[config.mk]
export PLATFORM = sky130hd
export DESIGN_NAME = div_ctrl_flat
export DESIGN_NICKNAME = d
export VERILOG_FILES = /design/src/rtl/div_ctrl_pkg.sv /design/src/rtl/div_ctrl_if.sv /design/src/rtl/div_special_case.sv /design/src/rtl/div_ctrl.sv /design/src/flat_wrapper.sv
export SDC_FILE = /design/constraint.sdc
export NUM_CORES = 1
export LEC_CHECK = 0
export ABC_CLOCK_PERIOD_IN_PS = 8000
export BUFFER_PORTS_ARGS = -buffer_cell sky130_fd_sc_hd__clkbuf_2
export CORE_ASPECT_RATIO = 1.75
export CORE_MARGIN = 2
export CORE_UTILIZATION = 25
export DETAILED_ROUTE_END_ITERATION = 8
export PLACE_DENSITY_LB_ADDON = 0.25
export SLEW_MARGIN = 40
export SYNTH_ARGS = -nofsm -noshare
export SYNTH_HDL_FRONTEND = slang
export SYNTH_SLANG_ARGS = --single-unit
[constraint.sdc]
create_clock -name clk -period 8 [get_ports clk]
set_input_delay 0.8 -clock clk [delete_from_list [all_inputs] [get_ports clk]]
set_output_delay 0.8 -clock clk [all_outputs]
set_load 0.005 [all_outputs]
[src/rtl/div_ctrl_pkg.sv]
// Shared definitions for the divider-controller slice: op codes, FSM states
// and the divider handshake constants.
package div_ctrl_pkg;

   localparam int DIV_XLEN    = 32;
   localparam int DIV_RADDR_W = 5;

   localparam logic [1:0] DIV_OP_DIV  = 2'b00;
   localparam logic [1:0] DIV_OP_DIVU = 2'b01;
   localparam logic [1:0] DIV_OP_REM  = 2'b10;
   localparam logic [1:0] DIV_OP_REMU = 2'b11;

   typedef enum logic [2:0] {
      ST_IDLE  = 3'd0,
      ST_BUSY  = 3'd1,
      ST_CORR  = 3'd2,
      ST_DRAIN = 3'd3,
      ST_ABORT = 3'd4
   } div_state_e;

   localparam logic                DivStart       = 1'b1;
   localparam logic                DivResultReady = 1'b1;
   localparam logic [DIV_XLEN-1:0] ZeroWord       = '0;

   function automatic logic op_is_rem(input logic [1:0] op);
      return (op == DIV_OP_REM) || (op == DIV_OP_REMU);
   endfunction

   function automatic logic op_is_unsigned(input logic [1:0] op);
      return (op == DIV_OP_DIVU) || (op == DIV_OP_REMU);
   endfunction

endpackage

[src/rtl/div_ctrl_if.sv]
// Start/operand/result handshake between the controller and the shared
// signed multi-cycle divider.
interface div_ctrl_if #(parameter int XLEN = 32);
   logic              div_start;
   logic [XLEN-1:0]   div_dividend;
   logic [XLEN-1:0]   div_divisor;
   logic              div_ready;
   logic [2*XLEN-1:0] div_result;

   modport master (
      output div_start, div_dividend, div_divisor,
      input  div_ready, div_result
   );

   modport slave (
      input  div_start, div_dividend, div_divisor,
      output div_ready, div_result
   );
endinterface

[src/rtl/div_special_case.sv]
// Combinational classifier for divide requests the divider cannot or need not
// handle. DIV_FASTPATH_EN adds divisor==1 and dividend==0 as local cases.
module div_special_case
   import div_ctrl_pkg::*;
#(
   parameter int XLEN = DIV_XLEN
) (
   input  logic [1:0]      op,
   input  logic [XLEN-1:0] rs1,
   input  logic [XLEN-1:0] rs2,
   output logic            local_hit,
   output logic [XLEN-1:0] local_q,
   output logic [XLEN-1:0] local_r,
   output logic            usplit
);

   localparam logic [XLEN-1:0] MinInt = {1'b1, {(XLEN-1){1'b0}}};

   logic uns;
   logic uge;

   assign uns = op_is_unsigned(op);
   assign uge = rs1 >= rs2;

   always_comb begin
      local_hit = 1'b0;
      local_q   = '0;
      local_r   = '0;
      usplit    = 1'b0;
      if (rs2 == '0) begin
         local_hit = 1'b1;
         local_q   = '1;
         local_r   = rs1;
      end else if (!uns && rs1 == MinInt && rs2 == '1) begin
         local_hit = 1'b1;
         local_q   = MinInt;
      end else if (uns && rs2[XLEN-1]) begin
         // divisor >= 2^(XLEN-1): unsigned quotient can only be 0 or 1
         local_hit = 1'b1;
         local_q   = {{(XLEN-1){1'b0}}, uge};
         local_r   = uge ? rs1 - rs2 : rs1;
`ifdef DIV_FASTPATH_EN
      end else if (rs2 == XLEN'(1)) begin
         local_hit = 1'b1;
         local_q   = rs1;
      end else if (rs1 == '0) begin
         local_hit = 1'b1;
`endif
      end else if (uns && rs1[XLEN-1]) begin
         usplit = 1'b1;
      end
   end

endmodule

[src/rtl/div_ctrl.sv]
// Execute-stage initiator for the multi-cycle signed divider: resolves special
// cases locally, corrects unsigned results, stalls while busy. See DIV_FASTPATH_EN.
module div_ctrl
   import div_ctrl_pkg::*;
#(
   parameter int XLEN    = DIV_XLEN,
   parameter int RADDR_W = DIV_RADDR_W
) (
   input  logic               clk,
   input  logic               rst,
   input  logic               req_i,
   input  logic [1:0]         op_i,
   input  logic [XLEN-1:0]    rs1_i,
   input  logic [XLEN-1:0]    rs2_i,
   input  logic [RADDR_W-1:0] rd_i,
   input  logic               flush_i,
   output logic               stall_o,
   output logic               wb_valid_o,
   output logic [XLEN-1:0]    wb_data_o,
   output logic [RADDR_W-1:0] wb_rd_o,
   div_ctrl_if.master         div
);

   // Only rs1[0] is needed after issue; the rest already sits in the dividend register.
   typedef struct packed {
      logic [1:0]         op;
      logic [RADDR_W-1:0] rd;
      logic               rs1_lsb;
      logic [XLEN-1:0]    rs2;
      logic               usplit;
   } req_t;

   div_state_e         state, state_n;
   req_t               req_q, req_n;
   logic               start_q, start_n;
   logic [XLEN-1:0]    dvd_q, dvd_n, dvs_q, dvs_n;
   logic [XLEN-1:0]    q_q, q_n, r_q, r_n;
   logic               wb_valid_q, wb_valid_n;
   logic [XLEN-1:0]    wb_data_q, wb_data_n;
   logic [RADDR_W-1:0] wb_rd_q, wb_rd_n;
   logic               abort_q, abort_n;

   logic               loc_hit, loc_usplit;
   logic [XLEN-1:0]    loc_q, loc_r;
   logic               accept;
   logic [XLEN-1:0]    res_q, res_r;

   logic [XLEN:0]      corr_t, corr_d;
   logic               corr_ge;
   logic [XLEN-1:0]    corr_q, corr_r;

   div_special_case #(.XLEN(XLEN)) u_special (
      .op        (op_i),
      .rs1       (rs1_i),
      .rs2       (rs2_i),
      .local_hit (loc_hit),
      .local_q   (loc_q),
      .local_r   (loc_r),
      .usplit    (loc_usplit)
   );

   assign accept = (state == ST_IDLE) && req_i && !flush_i;
   assign res_q  = div.div_result[XLEN-1:0];
   assign res_r  = div.div_result[2*XLEN-1:XLEN];

   // Restore the dropped dividend LSB: one restoring-division step on {r', rs1[0]}.
   assign corr_t  = {r_q, req_q.rs1_lsb};
   assign corr_ge = corr_t >= {1'b0, req_q.rs2};
   assign corr_d  = corr_t - {1'b0, req_q.rs2};
   assign corr_q  = (q_q << 1) | {{(XLEN-1){1'b0}}, corr_ge};
   assign corr_r  = XLEN'(corr_ge ? corr_d : corr_t);

   always_comb begin
      state_n    = state;
      req_n      = req_q;
      start_n    = start_q;
      dvd_n      = dvd_q;
      dvs_n      = dvs_q;
      q_n        = q_q;
      r_n        = r_q;
      wb_valid_n = 1'b0;
      wb_data_n  = wb_data_q;
      wb_rd_n    = wb_rd_q;
      abort_n    = abort_q;
      case (state)
         ST_IDLE: begin
            if (accept) begin
               req_n.op      = op_i;
               req_n.rd      = rd_i;
               req_n.rs1_lsb = rs1_i[0];
               req_n.rs2     = rs2_i;
               req_n.usplit  = loc_usplit;
               if (loc_hit) begin
                  wb_valid_n = 1'b1;
                  wb_data_n  = op_is_rem(op_i) ? loc_r : loc_q;
                  wb_rd_n    = rd_i;
               end else begin
                  start_n = DivStart;
                  dvd_n   = loc_usplit ? (rs1_i >> 1) : rs1_i;
                  dvs_n   = rs2_i;
                  state_n = ST_BUSY;
               end
            end
         end
         ST_BUSY: begin
            if (flush_i) begin
               start_n = 1'b0;
               abort_n = 1'b0;
               state_n = ST_ABORT;
            end else if (div.div_ready == DivResultReady) begin
               q_n     = res_q;
               r_n     = res_r;
               start_n = 1'b0;
               if (req_q.usplit) begin
                  state_n = ST_CORR;
               end else begin
                  wb_valid_n = 1'b1;
                  wb_data_n  = op_is_rem(req_q.op) ? res_r : res_q;
                  wb_rd_n    = req_q.rd;
                  state_n    = ST_DRAIN;
               end
            end
         end
         ST_CORR: begin
            if (flush_i) begin
               abort_n = 1'b0;
               state_n = ST_ABORT;
            end else begin
               q_n        = corr_q;
               r_n        = corr_r;
               wb_valid_n = 1'b1;
               wb_data_n  = op_is_rem(req_q.op) ? corr_r : corr_q;
               wb_rd_n    = req_q.rd;
               state_n    = ST_DRAIN;
            end
         end
         ST_DRAIN: state_n = ST_IDLE;
         ST_ABORT: begin
            // divider may pulse ready with junk while unwinding; ignored here
            abort_n = 1'b1;
            if (abort_q) state_n = ST_IDLE;
         end
         default: state_n = ST_IDLE;
      endcase
   end

   always_ff @(posedge clk or posedge rst) begin
      if (rst) begin
         state      <= ST_IDLE;
         req_q      <= '0;
         start_q    <= 1'b0;
         dvd_q      <= XLEN'(ZeroWord);
         dvs_q      <= XLEN'(ZeroWord);
         q_q        <= XLEN'(ZeroWord);
         r_q        <= XLEN'(ZeroWord);
         wb_valid_q <= 1'b0;
         wb_data_q  <= XLEN'(ZeroWord);
         wb_rd_q    <= '0;
         abort_q    <= 1'b0;
      end else begin
         state      <= state_n;
         req_q      <= req_n;
         start_q    <= start_n;
         dvd_q      <= dvd_n;
         dvs_q      <= dvs_n;
         q_q        <= q_n;
         r_q        <= r_n;
         wb_valid_q <= wb_valid_n;
         wb_data_q  <= wb_data_n;
         wb_rd_q    <= wb_rd_n;
         abort_q    <= abort_n;
      end
   end

   assign stall_o          = (state == ST_BUSY) || (state == ST_CORR) || (accept && !loc_hit);
   assign wb_valid_o       = wb_valid_q;
   assign wb_data_o        = wb_data_q;
   assign wb_rd_o          = wb_rd_q;
   assign div.div_start    = start_q;
   assign div.div_dividend = dvd_q;
   assign div.div_divisor  = dvs_q;

endmodule
[src/flat_wrapper.sv]
// flat-port wrapper written by rule: the top's interface ports become plain ports
module div_ctrl_flat import div_ctrl_pkg::*;
#(
   parameter int XLEN    = DIV_XLEN,
   parameter int RADDR_W = DIV_RADDR_W
)
  (clk, rst, req_i, op_i, rs1_i, rs2_i, rd_i, flush_i, stall_o, wb_valid_o, wb_data_o, wb_rd_o, div_div_start, div_div_dividend, div_div_divisor, div_div_ready, div_div_result);
  div_ctrl_if #(.XLEN(XLEN)) div_i ();
  input  logic clk;
  input  logic rst;
  input  logic req_i;
  input  logic [1:0] op_i;
  input  logic [XLEN-1:0] rs1_i;
  input  logic [XLEN-1:0] rs2_i;
  input  logic [RADDR_W-1:0] rd_i;
  input  logic flush_i;
  output logic stall_o;
  output logic wb_valid_o;
  output logic [XLEN-1:0] wb_data_o;
  output logic [RADDR_W-1:0] wb_rd_o;
  output wire logic [$bits(div_i.div_start)-1:0] div_div_start;
  output wire logic [$bits(div_i.div_dividend)-1:0] div_div_dividend;
  output wire logic [$bits(div_i.div_divisor)-1:0] div_div_divisor;
  input wire logic [$bits(div_i.div_ready)-1:0] div_div_ready;
  input wire logic [$bits(div_i.div_result)-1:0] div_div_result;
  assign div_div_start = div_i.div_start;
  assign div_div_dividend = div_i.div_dividend;
  assign div_div_divisor = div_i.div_divisor;
  assign div_i.div_ready = div_div_ready;
  assign div_i.div_result = div_div_result;
  div_ctrl #(.XLEN(XLEN), .RADDR_W(RADDR_W)) u_core (.clk(clk), .rst(rst), .req_i(req_i), .op_i(op_i), .rs1_i(rs1_i), .rs2_i(rs2_i), .rd_i(rd_i), .flush_i(flush_i), .stall_o(stall_o), .wb_valid_o(wb_valid_o), .wb_data_o(wb_data_o), .wb_rd_o(wb_rd_o), .div(div_i));
endmodule
== After elaboration in Yosys (flattened, before gate mapping) ==
Index checks and enable logic that the tools add are counted.

* Register bits after elaboration: 211
* Logic and storage cells: 133

* Add/sub/neg operators: 2
* Magnitude comparators: 2
* Equal/unequal tests: 20
* Multiplexer cells: 63
* Bitwise logic cells: 2
* Reduce and logical (&&, ||, !) cells: 29

{| class="wikitable"
|+ Operators by type and width
! operator !! number
|-
| $mux W32 || 20
|-
| $pmux W32 S3 || 1
|-
| $mux W31 || 3
|-
| $eq A32 B32 Y1 const B || 2
|-
| $pmux W32 S2 || 1
|-
| $sub A32 B32 Y32 || 2
|-
| $pmux W31 S2 || 1
|-
| $ge A33 B32 Y1 || 1
|-
| $ge A32 B32 Y1 || 1
|-
| $logic_not A32 Y1 || 1
|-
| $or A32 B1 Y32 || 1
|-
| $mux W5 || 6
|-
| $mux W1 || 20
|-
| $mux W3 || 6
|-
| $pmux W5 S3 || 1
|-
| $pmux W3 S4 || 1
|-
| $reduce_and A4 Y1 || 3
|-
| $ne A2 B2 Y1 const B || 5
|-
| $eq A2 B2 Y1 const B || 4
|-
| $ne A2 B1 Y1 const B || 4
|-
| $logic_and A1 B1 Y1 || 7
|-
| $reduce_and A7 Y1 || 1
|-
| $reduce_bool A2 Y1 || 3
|-
| $logic_or A1 B1 Y1 || 5
|-
| other kinds (14) || 18
|}

== Longest topological paths before layout ==
Gate-level depths: netlist of the first run.

* Word-level depth: 11
* Gate-level depth with buffers: 15
* Gate-level depth less buffers: 13

== Cells and area by module ==
A second synthesis of the first run with hierarchy kept.

* Cell total of the unflattened synthesis: 1718
* Area, all modules: 14999.4 um^2

{| class="wikitable"
|+ Modules (own cells, without submodules)
! module !! instances !! cells each !! area an instance (um^2) !! sequential area each (um^2)
|-
| div_ctrl || 1 || 1294 || 12259.3 || 5255.0
|-
| div_special_case || 1 || 424 || 2740.1 || 0.0
|}

== Worst setup path before layout of the first run ==
OpenSTA, ideal clock, no wires.

* Path type: in2out
* Start: in rs2_i[6]
* End: out stall_o
* Arrival: 2.524 ns
* Path slack: 4.676 ns
* Cell stages on the path: 9
* Cells stage by stage: inv_1 > or4_1 > nor4_1 > nand4_1 > nand2b_1 > or3_1 > clkbuf_1 > clkbuf_1 > nand2_1

* Cells in the longest elaborated chain, start to end: 7
* Elaborated cells on any way between the ends: 8
* Those cells by class: 1 x eq/ne; 2 x mux; 5 x reduce/logical

{| class="wikitable"
|+ RTL lines
! element !! line !! RTL
|-
| start: declaration || flat_wrapper.sv:14 || <nowiki>input logic [XLEN-1:0] rs2_i;</nowiki>
|-
| $eq A32 B32 Y1 || div_special_case.sv:34 || <nowiki>end else if (!uns && rs1 == MinInt && rs2 == '1) begin</nowiki>
|-
| $logic_and A1 B1 Y1 || div_special_case.sv:34 ||
|-
| $mux W1 || div_special_case.sv:34 ||
|-
| $mux W1 * || div_special_case.sv:30 || <nowiki>if (rs2 == '0) begin</nowiki>
|-
| $logic_not A1 Y1 * || div_ctrl.sv:175 || <nowiki>assign stall_o = (state == ST_BUSY) || (state == ST_CORR) || (accept && !loc_hit);</nowiki>
|-
| $logic_and A1 B1 Y1 * || div_ctrl.sv:175 ||
|-
| $logic_or A1 B1 Y1 * || div_ctrl.sv:175 ||
|-
| end: declaration || flat_wrapper.sv:17 || <nowiki>output logic stall_o;</nowiki>
|}

Mark *: on every way between the ends. The rest lies on a longest branch, timed or not.

== Final worst setup path of the first run ==
* Start: in rs1_i[25]
* End: reg u_core.wb_data_q[28] (netlist: u_core.wb_data_o[28])

* Cells in the longest elaborated chain, start to end: 9
* Elaborated cells on any way between the ends: 17
* Those cells by class: 1 x add/sub; 1 x order compare; 2 x eq/ne; 10 x mux; 3 x reduce/logical

{| class="wikitable"
|+ RTL lines
! element !! line !! RTL
|-
| start: declaration || flat_wrapper.sv:13 || <nowiki>input logic [XLEN-1:0] rs1_i;</nowiki>
|-
| $sub A32 B32 Y32 (tied with other cells) || div_special_case.sv:41 || <nowiki>local_r = uge ? rs1 - rs2 : rs1;</nowiki>
|-
| $mux W32 / $logic_and A1 B1 Y1 (equally long branches) || div_special_case.sv:41, div_special_case.sv:34 ||
|-
| $mux W32 / $logic_and A1 B1 Y1 (equally long branches) || div_special_case.sv:37, div_special_case.sv:34 ||
|-
| $mux W32 || div_special_case.sv:34 ||
|-
| $mux W32 || div_special_case.sv:30 ||
|-
| $mux W32 || div_ctrl.sv:95 || <nowiki>wb_data_n = op_is_rem(op_i) ? loc_r : loc_q;</nowiki>
|-
| $mux W32 || div_ctrl.sv:93 || <nowiki>if (loc_hit) begin</nowiki>
|-
| $mux W32 || div_ctrl.sv:87 || <nowiki>if (accept) begin</nowiki>
|-
| $pmux W32 S3 || div_ctrl.sv:85 || <nowiki>case (state)</nowiki>
|-
| end signal: assignment || div_ctrl.sv:157 || <nowiki>wb_data_q <= XLEN'(ZeroWord);</nowiki>
|-
| end signal: assignment || div_ctrl.sv:169 || <nowiki>wb_data_q <= wb_data_n;</nowiki>
|-
| end: declaration || div_ctrl.sv:39 || <nowiki>logic [XLEN-1:0] wb_data_q, wb_data_n;</nowiki>
|}

Parallel ways exist; a longest one is shown, timed or not. The select of a mux whose other input is x is not followed.
A chain may end at the register's enable or synchronous reset.

==> results.sh, run 1 <==
export IMPL_outcome="complete, no violations"
export IMPL_multiInputGateArea_um2=8570
export IMPL_numCtsBuffers=24
export IMPL_final_layout_size_suffix_gt1_frac=0.173
export IMPL_ff_latch_area_um2=5260
export IMPL_cp_arrival_ps=4690
export IMPL_grt_pass1_wl_um=97800
export IMPL_synthArstFlopShare=1.00
export IMPL_clkPwrFrac=0.173
export IMPL_min_path_type="in -> async"
export IMPL_dieArea_um2=60300
export IMPL_rsz0062_at_grt="false"
export IMPL_cp_top_family="compound AO/OA/AOI/OAI gates"
export IMPL_p_switching_mw=3.48
export IMPL_overflow=0
export IMPL_skew_ps=38.7
export IMPL_cts_tree="yes"
export IMPL_path_buf_inv=1
export IMPL_slew_violations=0
export IMPL_dp_hpwl_um=52800
export IMPL_rows=117
export IMPL_dieWidth_um=186
export IMPL_io_pins=244
export IMPL_drv_cap=0
export IMPL_yosys_area_top_type="dfrtp_1"
export IMPL_syn_num_nets=1995
export IMPL_clkTransAtPathRegs_ps=60
export IMPL_ys_types=80
export IMPL_p_per_area_nw_per_um2=424
export IMPL_ys_flop_type="dfrtp_1"
export IMPL_initial_core_util=0.251
export IMPL_syn_inst=1789
export IMPL_first_pass_iters=5
export IMPL_yosys_top_cells_area="dfrtp_1, nand2_1, o21ai_0"
export IMPL_vias_per_cell=5.23
export IMPL_p_leak_nw=8.15
export IMPL_fin_crit_ps=4250
export IMPL_syn_area_um2=14600
export IMPL_setup_viol=0
export IMPL_path_max_fanout=17
export IMPL_place_congestion=0.934
export IMPL_via_count=14400
export IMPL_cts_root_buf="clkbuf_16"
export IMPL_ys_ff_latch=210
export IMPL_die_y_um=323
export IMPL_area_growth_pct=19.4
export IMPL_clockBufferDepth=3
export IMPL_grt_pass1_vias=14500
export IMPL_tns_ps=0
export IMPL_synth_avg_cell_area_um2=8.14
export IMPL_port_buffers=243
export IMPL_track_usage=0.217
export IMPL_design_core_area_um2=58000
export IMPL_synth_top_area_share=0.361
export IMPL_finalCritPeriodShare=0.531
export IMPL_postCtsSetupBuffers=0
export IMPL_p_int_mw=3.90
export IMPL_ys_warn_count=0
export IMPL_diodes=0
export IMPL_antenna_found_initial=0
export IMPL_drc_errors=0
export IMPL_fill_cells=6395
export IMPL_final_hold_violation_count=0
export IMPL_swShare=0.472
export IMPL_worst_ir_drop_vdd_v=0.000204
export IMPL_cts_hold_buf=0
export IMPL_hold_slack_ps=305
export IMPL_worstSetupEndpointType="flop"
export IMPL_grt_start_max_net_pins=124
export IMPL_worstMarginPinSlew_ps=996
export IMPL_synth_seq_area_share=0.361
export IMPL_synth_edf_count=0
export IMPL_slowest_delay_ps=920
export IMPL_wire_per_inst_um=24.3
export IMPL_critPathLaunchType="input pin"
export IMPL_criticalPathCategory="in -> reg"
export IMPL_p_comb_frac=0.549
export IMPL_relSlewSlack=0.319
export IMPL_htree_levels=1
export IMPL_cts_resized=0
export IMPL_cp_slowest_cell="a2111oi_0"
export IMPL_critPathRequiredTime_ps=8450
export IMPL_crit_chain="clkbuf_2, ha_1, a21oi_1, o21ai_0, a2111oi_0, a21oi_1, or2_2, o21ai_2, o21ai_0, a31o_2, o31ai_1"
export IMPL_clk_latency_ps=580
export IMPL_max_freq_ghz=0.235
export IMPL_drt_wl_total_um=67000
export IMPL_layout_nets=2172
export IMPL_p_seq_frac=0.278
export IMPL_cts_sink_count=210
export IMPL_dr_first_iter_drc_count=1096
export IMPL_drtAntennaViolNets=0
==> registers in the layout, summed over array words and instances (netlist names) <==
register / count
u_core.r_q: 32
u_core.div.div_dividend: 32
u_core.div.div_start: 1
u_core.req_q: 39
u_core.div.div_divisor: 32
u_core.abort_q: 1
u_core.corr_t: 1
u_core.q_q: 31
u_core.wb_valid_o: 1
u_core.wb_data_o: 32
u_core.wb_rd_o: 5
u_core.state: 3
==> logic make-up after synthesis <==
| kind of cell | synth area share |
|---|---|
| buf+inv | 0.0548 |
| fa+ha+maj | 0.0577 |
| mux | 0.0637 |
| xor+xnor | 0.0289 |
| compound gates | 0.250 |
| simple gates | 0.184 |
| flops | 0.361 |
==> metrics by stage <==
step	instance area, µm²	util	total power, mW	worst slack [ps]	cells
global placement	16500	0.284	6.09	3250	2712
detailed placement	16500	0.284	6.11	3330	2712
finish	17400	0.300	7.38	3750	2757
global route	17400	0.300	7.92	3660	2757
floorplan	14600	-	4.67	1460	1789
CTS	17400	0.300	7.42	3780	2756
==> cells in the mapped netlist (all sizes together), types with 5 or more instances <==
| cell type | instances |
|---|---|
| and2 | 11 |
| nand4 | 20 |
| nor2b | 9 |
| nand2b | 11 |
| a211oi | 25 |
| o21bai | 5 |
| o21ai | 186 |
| xor2 | 18 |
| clkbuf | 87 |
| or2 | 6 |
| a21oi | 119 |
| nand2 | 267 |
| ha | 64 |
| nor4 | 20 |
| nand3b | 6 |
| or4 | 5 |
| mux2i | 77 |
| nand3 | 33 |
| o221ai | 6 |
| inv | 87 |
| or3 | 8 |
| o22ai | 8 |
| o21a | 12 |
| xnor2 | 30 |
| o32a | 5 |
| mux2 | 14 |
| o211ai | 21 |
| a31o | 5 |
| a31oi | 65 |
| nor3 | 16 |
| a21boi | 6 |
| a221oi | 10 |
| a21o | 45 |
| a211o | 18 |
| and3 | 12 |
| and4 | 9 |
| nor2 | 157 |
| buf | 22 |
| dfrtp | 210 |
==> path summary, 6_finish.rpt <==
check	from	end	slack [ps]	cells after the start
worst max-delay path	rs1_i[25]	u_core.wb_data_o[28]	3750	11
min in group clk	div_div_result[5]	u_core.q_q[5]	480	3
worst min register to register	u_core.div.div_divisor[4]	u_core.div.div_divisor[4]	480	2
worst min-delay path	rst	u_core.q_q[5]	310	2
worst max register to register	u_core.state[1]	u_core.wb_data_o[7]	3950	7
max in group asynchronous	rst	u_core.r_q[25]	6390	4
==> area by class of cell <==
type | instances | area share
timing repair buffer | 260 | 0.0793
tap | 773 | 0.0556
inverter | 88 | 0.0194
sequential | 210 | 0.302
clock inverter | 11 | 0.00971
multi-input combinational | 1382 | 0.493
clock buffer | 33 | 0.0411
==> per-layer routing <==
layer  share of wire  up-vias  track usage  wire length (µm)
met5               0        -            0                 0
met4           0.044        0       0.0952              2960
met3           0.049      107       0.0278              3310
met2            0.50      535        0.388             33300
met1            0.41     6979        0.259             27400
li1                -     6785            -                 -
==> cells in the final DEF, fill, tap and decap left out, types with 12 or more instances in the layout <==
cell and count:
a21oi_1 118, buf_4 14, xnor2_1 30, a211o_1 18, nor2_1 156, clkbuf_16 25, o21ai_0 182, nand4_1 20
clkbuf_2 243, dfrtp_1 209, o211ai_1 21, mux2_2 13, a31oi_1 65, nor3_1 16, nand2_1 266, xor2_1 18
a211oi_1 25, a21o_1 45, mux2i_1 77, nor4_1 18, inv_1 85, and3_1 12, nand3_1 32, ha_1 64
==> power groups by stage <==
stage / sequential (mW) / combinational (mW) / clock, mW
after global routing: 2.11 / 4.47 / 1.34
after floorplan: 1.89 / 2.79 / 0
after global placement: 2.06 / 4.03 / 0
after detailed placement: 2.06 / 4.04 / 0
final: 2.05 / 4.05 / 1.28
after CTS: 2.05 / 4.06 / 1.31
Note: power is estimated with default switching activity, not from simulation.
==> inputs of run 2 (changes only) <==
ABC_CLOCK_PERIOD_IN_PS = 4200   (was 8000)
clock period = 4.2 ns   (was 8 ns; I/O delays follow)
==> run 2 against run 1 <==
  * Register-to-register slack worse by 3400 ps
  * Largest power group unchanged
  * Clock-buffer cell count up 3
  * Sequential share of layout area shrank 0.30 points
  * Sequential power increased by 94%
  * Flip-flop and latch count did not move
==> results.sh, run 2 (synthesis results as in run 1) <==
export IMPL_cts_hold_buf=1
export IMPL_p_switching_mw=6.64
export IMPL_first_pass_iters=5
export IMPL_clockBufferDepth=3
export IMPL_fill_cells=6400
export IMPL_io_pins=244
export IMPL_vias_per_cell=5.25
export IMPL_layout_nets=2203
export IMPL_design_core_area_um2=58000
export IMPL_swShare=0.474
export IMPL_dieArea_um2=60300
export IMPL_area_growth_pct=20.6
export IMPL_mostFrequentLayoutCells="nand2_1, clkbuf_2, dfrtp_1, o21ai_0, nor2_1"
export IMPL_worstMarginPinSlew_ps=889
export IMPL_fin_crit_ps=3620
export IMPL_numCtsBuffers=24
export IMPL_cp_arrival_ps=4040
export IMPL_cts_root_buf="clkbuf_16"
export IMPL_finalCritPeriodShare=0.862
export IMPL_cts_sink_count=210
export IMPL_p_seq_frac=0.284
export IMPL_criticalPathCategory="reg -> reg"
export IMPL_outcome="complete, no violations"
export IMPL_die_y_um=323
export IMPL_path_max_fanout=5
export IMPL_clk_latency_ps=570
export IMPL_worstSetupEndpointType="flop"
export IMPL_htree_levels=1
export IMPL_cp_slowest_cell="a221oi_1"
export IMPL_drtAntennaViolNets=0
export IMPL_largest_register_ffs=39
export IMPL_dr_first_iter_drc_count=1084
export IMPL_slowest_delay_ps=520
export IMPL_cts_resized=0
export IMPL_diodes=0
export IMPL_p_per_area_nw_per_um2=798
export IMPL_port_buffers=243
export IMPL_via_count=14600
export IMPL_initial_core_util=0.251
export IMPL_clkTransAtPathRegs_ps=70
export IMPL_relSlewSlack=0.401
export IMPL_place_congestion=0.958
export IMPL_setup_viol=0
export IMPL_max_freq_ghz=0.276
export IMPL_grt_pass1_wl_um=98200
export IMPL_final_hold_violation_count=0
export IMPL_critPathRequiredTime_ps=4620
export IMPL_regMostFlops="u_core.req_q"
export IMPL_dp_cells=2742
export IMPL_track_usage=0.217
export IMPL_dp_hpwl_um=53400
export IMPL_multiInputGateArea_um2=8550
export IMPL_overflow=0
export IMPL_rows=117
export IMPL_rsz0062_at_grt="false"
export IMPL_min_path_type="in -> reg"
export IMPL_ff_latch_area_um2=5260
export IMPL_p_leak_nw=8.27
export IMPL_antenna_found_initial=0
export IMPL_final_layout_size_suffix_gt1_frac=0.182
export IMPL_p_int_mw=7.38
export IMPL_grt_start_max_net_pins=103
export IMPL_clkPwrFrac=0.160
export IMPL_worst_ir_drop_vdd_v=0.000419
export IMPL_critPathLaunchType="flop"
export IMPL_postCtsSetupBuffers=0
export IMPL_cts_tree="yes"
export IMPL_layout_commonest_cell="nand2_1"
export IMPL_drv_cap=0
export IMPL_drt_wl_total_um=66900
export IMPL_wire_per_inst_um=24.0
export IMPL_dieWidth_um=186
export IMPL_drc_errors=0
export IMPL_crit_chain="ha_1, and2_1, a221oi_1, a21boi_1, buf_4, o21ai_0, nand3_1, a31oi_1, nor4b_1, nor4_1, a31oi_1"
export IMPL_skew_ps=32.3
export IMPL_stdcell_count=2787
export IMPL_tns_ps=0
export IMPL_slew_violations=0
export IMPL_crit_top_cell="a31oi_1"
export IMPL_p_comb_frac=0.557
export IMPL_grt_pass1_vias=14900
run 2: changes by cell type in the layout (fill, tap and decap cells not counted), moves of 2 or more:
cell / change
buf_4: +27
buf_12: +5
clkbuf_1: +4
bufinv_16: -2
run 2: routing by layer:
metal / GRT usage / share of wire / up-vias / wire [µm]
li1: - / - / 6870 / -
met1: 0.262 / 0.41 / 7107 / 27200
met2: 0.376 / 0.48 / 535 / 32200
met3: 0.0269 / 0.052 / 133 / 3510
met4: 0.121 / 0.060 / 0 / 4030
met5: 0 / 0 / - / 0
run 2: power groups by stage:
| stage | clock network, mW | logic, mW | registers, mW |
|---|---|---|---|
| final | 2.24 | 7.80 | 3.97 |
| after global routing | 2.35 | 8.56 | 4.09 |
| after CTS | 2.30 | 7.80 | 3.98 |
| after detailed placement | 0 | 7.78 | 4.00 |
| after global placement | 0 | 7.72 | 3.99 |
| after floorplan | 0 | 5.31 | 3.59 |
run 2: through the flow:
stage          hold WS [ps]  setup slack, ps  utilization  total power [mW]  instance area (µm²)
2_1_floorplan           450             1050            -              8.90                14600
3_3_place_gp            467              411        0.289              11.7                16700
3_5_place_dp            471              357        0.289              11.8                16700
4_1_cts                74.7              537        0.303              14.1                17600
5_1_grt                99.9              397        0.303              15.0                17600
6_report               96.3              579        0.303              14.0                17600
run 2: final timing paths:
path / end / startpoint / cells past startpoint / slack, ps
min in group asynchronous: u_core.q_q[4] / rst / 3 / 470
max in group asynchronous: u_core.div.div_divisor[20] / rst / 4 / 2620
max reg2reg: u_core.wb_data_o[27] / u_core.r_q[3] / 11 / 580
min: u_core.q_q[10] / div_div_result[10] / 3 / 100
max: u_core.wb_data_o[27] / u_core.r_q[3] / 11 / 580
min reg2reg: u_core.div.div_divisor[28] / u_core.div.div_divisor[28] / 2 / 480
run 2: area by class of cell:
type	count	share of cell area
well taps	773	0.0550
repair buffers	291	0.0941
multi-input cells	1382	0.487
clock inverters	7	0.00570
inverters	88	0.0190
flip-flops and latches	210	0.299
clock buffers	36	0.0402
run 2: worst max-delay path, delay by kind of cell, from the launching register on:
family          cells  cell delay (ps)
simple gates        4              990
compound gates      5             1520
fa+ha+maj           1              370
flops               1              400
buf+inv             1              200
==> inputs of run 3 (changes only) <==
CORE_UTILIZATION = 35   (was 25)
==> run 3 against run 2 <==
  * Register-to-register slack got worse by 80 ps
  * Worst setup slack got worse by 83 ps
  * Highest routed layer unchanged
  * Wire length shrank 8.6%
  * Sequential power fell by 1%
  * Non-clock buffer count down 16
  * Final area shrank 2.0%
==> results.sh, run 3 (synthesis results as in run 1) <==
export IMPL_path_buf_inv=2
export IMPL_fill_cells=4268
export IMPL_post_route_worst_setup_slack_ps=496
export IMPL_grt_pass1_vias=14800
export IMPL_tns_ps=0
export IMPL_rows=98
export IMPL_drc_errors=0
export IMPL_ff_latch_area_um2=5260
export IMPL_diodes=0
export IMPL_layout_commonest_cell="nand2_1"
export IMPL_criticalPathCategory="reg -> reg"
export IMPL_p_per_area_nw_per_um2=810
export IMPL_drt_wl_total_um=61200
export IMPL_relSlewSlack=0.396
export IMPL_wire_per_inst_um=24.0
export IMPL_regMostFlops="u_core.req_q"
export IMPL_first_pass_iters=7
export IMPL_cp_top_family="compound AO/OA/AOI/OAI gates"
export IMPL_critPathLaunchType="flop"
export IMPL_worstSetupEndpointType="flop"
export IMPL_largest_register_ffs=39
export IMPL_cp_slowest_cell="dfrtp_1"
export IMPL_postCtsSetupBuffers=0
export IMPL_design_area_um2=17200
export IMPL_place_congestion=0.993
export IMPL_mostFrequentLayoutCells="nand2_1, clkbuf_2, dfrtp_1, o21ai_0, nor2_1"
export IMPL_layout_nets=2186
export IMPL_max_freq_ghz=0.270
export IMPL_final_hold_violation_count=0
export IMPL_fin_crit_ps=3700
export IMPL_grt_pass1_wl_um=91400
export IMPL_design_core_area_um2=41000
export IMPL_clockBufferDepth=3
export IMPL_drv_cap=0
export IMPL_cts_root_buf="clkbuf_16"
export IMPL_clk_latency_ps=560
export IMPL_skew_ps=17.7
export IMPL_worstMarginPinSlew_ps=894
export IMPL_track_usage=0.281
export IMPL_cp_arrival_ps=4130
export IMPL_rsz0062_at_grt="false"
export IMPL_cts_resized=0
export IMPL_p_total_mw=13.9
export IMPL_slowest_delay_ps=450
export IMPL_dieArea_um2=43300
export IMPL_die_y_um=274
export IMPL_clkTransAtPathRegs_ps=70
export IMPL_grt_start_max_net_pins=95
export IMPL_dieWidth_um=158
export IMPL_setup_viol=0
export IMPL_min_path_type="in -> reg"
export IMPL_dp_hpwl_um=48000
export IMPL_vias_per_cell=5.78
export IMPL_final_layout_size_suffix_gt1_frac=0.177
export IMPL_cts_sink_count=210
export IMPL_outcome="complete, no violations"
export IMPL_antenna_found_initial=0
export IMPL_multiInputGateArea_um2=8550
export IMPL_port_buffers=243
export IMPL_worst_ir_drop_vdd_v=0.000412
export IMPL_p_leak_nw=8.20
export IMPL_path_max_fanout=7
export IMPL_drtAntennaViolNets=0
export IMPL_numCtsBuffers=23
export IMPL_critPathRequiredTime_ps=4630
export IMPL_crit_chain="inv_1, ha_1, inv_1, fa_1, a21o_1, a21o_1, a311o_1, a31o_2, nor4b_1, nor3_1, mux2i_1, o2111ai_1, mux2_2"
export IMPL_overflow=0
export IMPL_area_growth_pct=18.2
export IMPL_cts_tree="yes"
export IMPL_htree_levels=1
export IMPL_dpl_worst_slack_ps=375
export IMPL_dr_first_iter_drc_count=1151
export IMPL_slew_violations=0
export IMPL_initial_core_util=0.356
export IMPL_io_pins=244
export IMPL_placed_cell_area_um2=16300
export IMPL_via_count=14700
export IMPL_finalCritPeriodShare=0.882
==> run 3: changes by cell type in the layout (fill, tap and decap cells not counted), sizes merged <==
| cell | previous run | this run |
|---|---|---|
| buf | 47 | 31 |
| bufinv | 2 | 5 |
| clkinv | 5 | 4 |
| clkbuf | 279 | 273 |
| inv | 87 | 88 |
| clkinvlp | 1 | 3 |
==> run 3: worst paths after layout <==
check	startpoint	slack, ps	to	depth (start not counted)
setup / recovery	u_core.corr_t[0]	500	u_core.wb_data_o[24]	13
hold / removal	div_div_result[24]	120	u_core.q_q[24]	3
setup reg to reg	u_core.corr_t[0]	500	u_core.wb_data_o[24]	13
hold reg to reg	u_core.req_q[31]	480	u_core.req_q[31]	2
max in group asynchronous	rst	2700	u_core.div.div_divisor[16]	4
min in group asynchronous	rst	460	u_core.q_q[6]	3
==> run 3: area by class of cell <==
cell class	instances	area share
clock buffer	30	0.0379
multi-input combinational	1382	0.497
sequential	210	0.305
inverter	88	0.0194
timing repair buffer	275	0.0884
tap	550	0.0400
clock inverter	12	0.0121
==> run 3: per-layer routing <==
metal,up-vias,share of wire,track usage
met3,175,0.058,0.0308
met4,0,0.067,0.158
met2,672,0.50,0.493
met1,7071,0.37,0.330
li1,6815,-,-
met5,-,0,0
==> run 3: power by group <==
group | internal [mW] | leakage [nW] | total [mW] | switching [mW]
clock network | 1.41 | 0.419 | 2.37 | 0.952
registers | 3.03 | 2.54 | 3.92 | 0.891
logic | 2.99 | 5.25 | 7.66 | 4.67
==> run 3: worst register-to-register path: stages, from the launching register on <==
cell       delay (ps)
dfrtp_1           450
inv_1              90
ha_1              160
inv_1              60
fa_1              420
a21o_1            200
a21o_1            190
a311o_1           400
a31o_2            370
nor4b_1           290
nor3_1            130
mux2i_1           340
o2111ai_1         180
mux2_2            300
==> run 3: per-stage QoR <==
step / utilization / hold WS, ps / cells
after floorplan: - / 450 / 1789
after detailed placement: 0.399 / 471 / 2504
after CTS: 0.420 / 107 / 2547
final: 0.420 / 118 / 2547
after global routing: 0.420 / 124 / 2547
after global placement: 0.399 / 463 / 2504
==> run 3: timing repair <==
| action | in CTS | in global routing |
|---|---|---|
| endpoints found under the setup margin | 0 | 0 |
| hold buffers | 1 | 0 |
| hold endpoints to repair | 16 | 0 |
